[src/rtl/mem_bus_bridge.sv]
// Data-side bridge from memory stage to RAM/GPIO slaves; load 4 cycles, store 3, error 2 (IDLE..RESP).
// Backpressure: stall holds the pipeline from request acceptance until the single-cycle RESP pulse.
module mem_bus_bridge #(
    parameter logic [31:0] GPIO_ADDR = 32'h8000_0000,
    parameter logic [31:0] RAM_BASE  = 32'h0000_0000,
    parameter int          RAM_AW    = 10
) (
    input  logic        CLK,
    input  logic        reset_n,
    input  logic        req_valid,
    input  logic        req_we,
    input  logic [1:0]  req_size,
    input  logic        req_unsigned,
    input  logic [31:0] req_addr,
    input  logic [31:0] req_wdata,
    output logic        stall,
    output logic        rsp_valid,
    output logic [31:0] rsp_rdata,
    output logic        rsp_err,
    output logic        ram_we,
    output logic [3:0]  ram_be,
    output logic [31:0] ram_addr,
    output logic [31:0] ram_wd,
    input  logic [31:0] ram_rd,
    output logic        gpio_we,
    output logic [31:0] gpio_a,
    output logic [31:0] gpio_wd,
    input  logic [31:0] gpio_rd
);

    localparam logic [32:0] RAM_BYTES = 33'(1) << RAM_AW;

    typedef enum logic [1:0] {S_IDLE, S_ISSUE, S_WAIT, S_RESP} state_t;

    state_t      r_state;
    logic        r_we;
    logic        r_uns;
    logic        r_gpio;
    logic [1:0]  r_size;
    logic [1:0]  r_lane;

    logic [1:0]  w_lane;
    logic        w_is_gpio;
    logic [31:0] w_ram_off;
    logic        w_is_ram;
    logic        w_misalign;
    logic        w_legal;
    logic [31:0] w_wd;
    logic [3:0]  w_be;
    logic [31:0] w_word_addr;
    logic [31:0] w_rd_sel;
    logic [31:0] w_ld_data;

    assign w_lane      = req_addr[1:0];
    assign w_word_addr = {req_addr[31:2], 2'b00};
    assign w_is_gpio   = (req_addr[31:2] == GPIO_ADDR[31:2]);
    assign w_ram_off   = req_addr - RAM_BASE;
    assign w_is_ram    = ({1'b0, w_ram_off} < RAM_BYTES);
    assign w_misalign  = ((req_size == 2'b01) && req_addr[0]) ||
                         ((req_size == 2'b10) && (req_addr[1:0] != 2'b00));
    assign w_legal     = (req_size != 2'b11) && !w_misalign && (w_is_gpio || w_is_ram);

    // Store data is placed in its byte lane with unused lanes zeroed.
    always_comb begin
        w_wd = 32'h0;
        w_be = 4'h0;
        case (req_size)
            2'b00: begin
                w_wd = 32'(req_wdata[7:0]) << {w_lane, 3'b000};
                w_be = 4'b0001 << w_lane;
            end
            2'b01: begin
                w_wd = 32'(req_wdata[15:0]) << {w_lane[1], 4'b0000};
                w_be = 4'b0011 << w_lane;
            end
            2'b10: begin
                w_wd = req_wdata;
                w_be = 4'b1111;
            end
            default: begin
                w_wd = 32'h0;
                w_be = 4'h0;
            end
        endcase
    end

    assign w_rd_sel = r_gpio ? gpio_rd : ram_rd;

    always_comb begin
        logic [7:0]  v_b;
        logic [15:0] v_h;
        v_b       = w_rd_sel[{r_lane, 3'b000} +: 8];
        v_h       = w_rd_sel[{r_lane[1], 4'b0000} +: 16];
        w_ld_data = w_rd_sel;
        case (r_size)
            2'b00:   w_ld_data = r_uns ? {24'h0, v_b} : {{24{v_b[7]}}, v_b};
            2'b01:   w_ld_data = r_uns ? {16'h0, v_h} : {{16{v_h[15]}}, v_h};
            default: w_ld_data = w_rd_sel;
        endcase
    end

    // Reset gates stall so a held req_valid cannot freeze the pipe during reset.
    assign stall = reset_n && (((r_state == S_IDLE) && req_valid) ||
                               (r_state == S_ISSUE) || (r_state == S_WAIT));

    always_ff @(posedge CLK or negedge reset_n) begin
        if (!reset_n) begin
            r_state   <= S_IDLE;
            r_we      <= 1'b0;
            r_uns     <= 1'b0;
            r_gpio    <= 1'b0;
            r_size    <= 2'b00;
            r_lane    <= 2'b00;
            rsp_valid <= 1'b0;
            rsp_rdata <= 32'h0;
            rsp_err   <= 1'b0;
            ram_we    <= 1'b0;
            ram_be    <= 4'h0;
            ram_addr  <= 32'h0;
            ram_wd    <= 32'h0;
            gpio_we   <= 1'b0;
            gpio_a    <= 32'h0;
            gpio_wd   <= 32'h0;
        end else begin
            case (r_state)
                S_IDLE: begin
                    rsp_valid <= 1'b0;
                    rsp_err   <= 1'b0;
                    rsp_rdata <= 32'h0;
                    if (req_valid) begin
                        r_we   <= req_we;
                        r_uns  <= req_unsigned;
                        r_size <= req_size;
                        r_lane <= w_lane;
                        r_gpio <= w_is_gpio;
                        if (w_legal) begin
                            r_state <= S_ISSUE;
                            if (w_is_gpio) begin
                                gpio_we <= req_we;
                                gpio_a  <= w_word_addr;
                                gpio_wd <= w_wd;
                            end else begin
                                ram_we   <= req_we;
                                ram_be   <= req_we ? w_be : 4'h0;
                                ram_addr <= w_word_addr;
                                ram_wd   <= w_wd;
                            end
                        end else begin
                            r_state   <= S_RESP;
                            rsp_valid <= 1'b1;
                            rsp_err   <= 1'b1;
                        end
                    end
                end
                S_ISSUE: begin
                    ram_we  <= 1'b0;
                    ram_be  <= 4'h0;
                    gpio_we <= 1'b0;
                    if (r_we) begin
                        ram_addr  <= 32'h0;
                        ram_wd    <= 32'h0;
                        gpio_a    <= 32'h0;
                        gpio_wd   <= 32'h0;
                        rsp_valid <= 1'b1;
                        r_state   <= S_RESP;
                    end else begin
                        r_state <= S_WAIT;
                    end
                end
                S_WAIT: begin
                    rsp_rdata <= w_ld_data;
                    rsp_valid <= 1'b1;
                    ram_addr  <= 32'h0;
                    ram_wd    <= 32'h0;
                    gpio_a    <= 32'h0;
                    gpio_wd   <= 32'h0;
                    r_state   <= S_RESP;
                end
                S_RESP: begin
                    rsp_valid <= 1'b0;
                    rsp_err   <= 1'b0;
                    rsp_rdata <= 32'h0;
                    r_state   <= S_IDLE;
                end
                default: r_state <= S_IDLE;
            endcase
        end
    end

endmodule

[config.mk]
export PLATFORM = sky130hd
export DESIGN_NAME = mem_bus_bridge
export DESIGN_NICKNAME = d
export VERILOG_FILES = /design/src/rtl/mem_bus_bridge.sv
export SDC_FILE = /design/constraint.sdc
export NUM_CORES = 1
export LEC_CHECK = 0
export ABC_AREA = 1
export BUFFER_PORTS_ARGS = -buffer_cell sky130_fd_sc_hd__buf_2
export CAP_MARGIN = 40
export CORE_AREA = 10 10 140 142
export CTS_CLUSTER_SIZE = 30
export DETAILED_ROUTE_END_ITERATION = 12
export DIE_AREA = 0 0 150 152
export PLACE_DENSITY_LB_ADDON = 0.25
export SYNTH_ARGS = -nofsm -noshare
export SYNTH_HDL_FRONTEND = slang
export SYNTH_SLANG_ARGS = --single-unit
[constraint.sdc]
create_clock -name CLK -period 4.75 [get_ports CLK]
set_input_delay 0.475 -clock CLK [delete_from_list [all_inputs] [get_ports CLK]]
set_output_delay 0.475 -clock CLK [all_outputs]
set_load 0.01 [all_outputs]
==> results.md <==
* Status: finished clean
* Synth cell types at 35
* Reg2Reg Depth at 11
* GRT Total Usage at 0.261
* F_max at 347 MHz
* Final setup violating endpoints at 0
* Finished Layout Cells at 1735
* Setup crit start: r_state[1]
* Met1 Use GR at 0.321
* Sequential share of the synthesized area at 0.477
* Detailed Routing Iterations Pass 1 at 5
* First-pass GRT wire length at 48100 um
* CTS Sinks at 173
* Setup Slack @ Placement at 1.95 ns
* Post-CTS setup buffers at 0
* Die height at 152 um
* Width of the die at 150 um
* Share of power burned in registers at 0.304
* Post-DP HPWL at 22300 um
* Switching Power at 3830 uW
* DRC at 0
* Largest net degree at the start of global routing at 94
* I/O pin total at 304
* Most used cell, CP: inv_1
* Met2 usage at 0.420
* Reg-to-reg endpoint: ram_addr[10]
* Die area at 22800 um2
* Switching Fraction at 0.478
* Share of layout cells above drive strength 1 at 0.246
* Post-DR wirelength/cell at 17.7 um
* VDD IR max at 0.457 mV
* Fin Setup TNS at 0 ns
* Clock network power share at 0.178
* Number of global-route vias before repair at 9161
* Inst Count DP at 1703
* Crit path max fanout at 62
* Routed Antenna Nets at 0
* CTS tree: done
* Hold Path Class: in2async
* Final #Nets at 1639
* Layout Skew at 0.0226 ns
* Vias at 9389
* Placeable Area at 16900 um2
* Int Power at 4180 uW
* Slew HR at 0.469
* Cell area after synthesis at 9070 um2
* CP peak stage delay at 0.60 ns
* #FFs+latches synth at 173
* Power density cells at 708 nW/um2
* Initial antenna violation count at 1
* Gr busiest metal: met2
* Mapped Cells at 1238
* Port bufs at 299
* Tcrit/Tclk final at 0.607
* Final hold vios at 0
* Hold Buf Count CTS at 0
* Area share of the leading cell type in the synthesized netlist at 0.477
* CP max stage cell: buf_4
* Placer congestion estimate at 0.914
* Cell row count at 48
* Pins Over Slew Limit at 0
* GR Overflow Total at 0
* RSZ-0062 raised after global routing: no
* WP data required at 5.12 ns
* Fin worst setup slack at 1.87 ns
* CTS resizes at 0
* Final core utilization at 0.668
* CTS root buf: clkbuf_16
* Pleak at 0.00670 uW
* Via density per instance at 5.41
* Worst Tran Pin Value at 0.794 ns
* Clk buf depth at 2
* Type of origin of the critical path: flop
* Worst reg2reg setup slack at 1.87 ns
* Setup crit end kind: flop
* Filler cell count at 1515
* CP arrival at 3.25 ns
* Final min period at 2.88 ns
* Crit Path Category: reg2reg
* # Max-Cap Violations at 0
* Synthesized area per cell at 7.33 um2
* Synth area leaders: dfrtp_1 48%, nand2_1 23%, nand3_1 4.4%
* Met3 Use GR at 0.0781
* Clk slew on worst S/H paths at 0.08 ns
* Starting density of the core at 0.536
* Total CTS buffers at 17
* Yosys warnings at 0
* Comb pwr share at 0.519
* CP cell instances: inv_1, ha_1, inv_1, nor2_1, nor2_4, buf_16, inv_1, nor2_4, buf_4, nand3b_1, nand2_1
* # H-tree levels at 4
* RR Startpoint: r_state[1]
* Antenna cell count at 0
* First DRT Iteration DRCs at 738
* Worst-Skew Late Latency at 0.44 ns
* Layout area overhead at 24.7%
* Leading area contributor after synthesis: dfrtp_1
* Worst setup endpoint: ram_addr[10]
* Final WL at 30700 um
==> layout make-up <==
type / count / area [um2] / share of cell area
Tap cell: 225 / 282 / 0.0249
Multi-Input combinational cell: 919 / 4130 / 0.365
Clock inverter: 14 / 174 / 0.0154
Timing Repair Buffer: 316 / 1710 / 0.151
Inverter: 70 / 263 / 0.0232
Sequential cell: 173 / 4330 / 0.383
Clock buffer: 18 / 439 / 0.0388
==> registers in the layout, summed over array words and instances, names as in the netlist, 2 cells and up <==
register / count
gpio_a: 30
gpio_wd: 32
r_lane: 2
r_size: 2
r_state: 2
ram_addr: 30
ram_be: 4
ram_wd: 32
rsp_rdata: 32
==> Yosys cell counts, drive strengths merged <==
library cell	n
o31ai	1
nor3	14
nand2	546
a31oi	3
ha	7
a22oi	9
a22o	2
nand4	51
nand3	81
dfrtp	173
o21ai	59
o21bai	1
clkinv	1
clkbuf	41
conb	1
nand3b	20
a21oi	13
nor3b	7
a21boi	1
o22ai	4
o211ai	1
nor2	76
or2	11
and2	8
buf	38
inv	69
==> per-layer routing <==
layer	routed length [um]	vias to the layer above
met5	7	-
met4	906	2
met3	3070	68
met2	14600	469
met1	12100	4375
li1	-	4475
==> power by group through the flow <==
stage          Sequential (uW)  Clock [uW]  Combinational (uW)
3_3_place_gp              2440           0                3930
5_1_grt                   2500        1520                4620
4_1_cts                   2430        1440                4150
3_5_place_dp              2440           0                4130
2_1_floorplan             2640           0                2400
6_report                  2430        1420                4150
==> critical path, delay by kind of cell (launching register included) <==
| kind | cells | cell delay (ns) |
|---|---|---|
| adders and majority gates | 1 | 0.31 |
| DFF | 1 | 0.40 |
| and+or+nand+nor | 5 | 0.93 |
| buffers and inverters | 5 | 1.14 |
==> cells by family after synthesis <==
logic type	after synthesis	synth area share
buf+inv	149	0.0703
compound gates	94	0.0589
flops	173	0.477
simple gates	814	0.384
other cells	1	0.000413
fa+ha+maj	7	0.00965
==> stage by stage <==
step           total power, uW  area (um2)  hold slack [ns]
2_1_floorplan             5040        9080            0.179
3_3_place_gp              6370       10600            0.450
3_5_place_dp              6570       10700            0.453
4_1_cts                   8020       11300            0.114
5_1_grt                   8640       11300            0.145
6_report                  8010       11300           0.0817
==> layout by cell type (no fill, tap or decap), types with 2 or more instances in the layout <==
| cell | Yosys | layout |
|---|---|---|
| a21oi_1 | 13 | 13 |
| a22o_1 | 2 | 2 |
| a22oi_1 | 9 | 9 |
| a31oi_1 | 3 | 3 |
| and2_1 | 8 | 8 |
| buf_16 | 0 | 2 |
| buf_2 | 26 | 298 |
| buf_4 | 12 | 11 |
| buf_8 | 0 | 3 |
| clkbuf_16 | 0 | 17 |
| clkinv_4 | 0 | 5 |
| clkinv_8 | 0 | 3 |
| conb_1 | 1 | 4 |
| dfrtp_1 | 173 | 173 |
| ha_1 | 7 | 7 |
| inv_1 | 67 | 67 |
| inv_2 | 2 | 2 |
| inv_6 | 0 | 2 |
| inv_8 | 0 | 3 |
| nand2_1 | 545 | 545 |
| nand3_1 | 79 | 79 |
| nand3_2 | 2 | 2 |
| nand3b_1 | 20 | 20 |
| nand4_1 | 51 | 51 |
| nor2_1 | 71 | 70 |
| nor2_2 | 4 | 4 |
| nor2_4 | 1 | 2 |
| nor3_1 | 14 | 14 |
| nor3b_1 | 7 | 7 |
| o21ai_0 | 56 | 56 |
| o21ai_1 | 2 | 2 |
| o22ai_1 | 4 | 4 |
| or2_2 | 11 | 11 |
==> worst min path at each step <==
stage / startpoint / end / slack (ns) / cells past startpoint
CTS: reset_n / gpio_a[20] / 0.11 / 1
detailed placement: gpio_a[17] / gpio_a[17] / 0.45 / 2
floorplan: reset_n / gpio_a[10] / 0.18 / 0
finish: reset_n / ram_addr[17] / 0.08 / 1
global placement: gpio_a[13] / gpio_a[13] / 0.45 / 2
global route: reset_n / ram_addr[21] / 0.14 / 1
(Power assumes the default switching activity.)
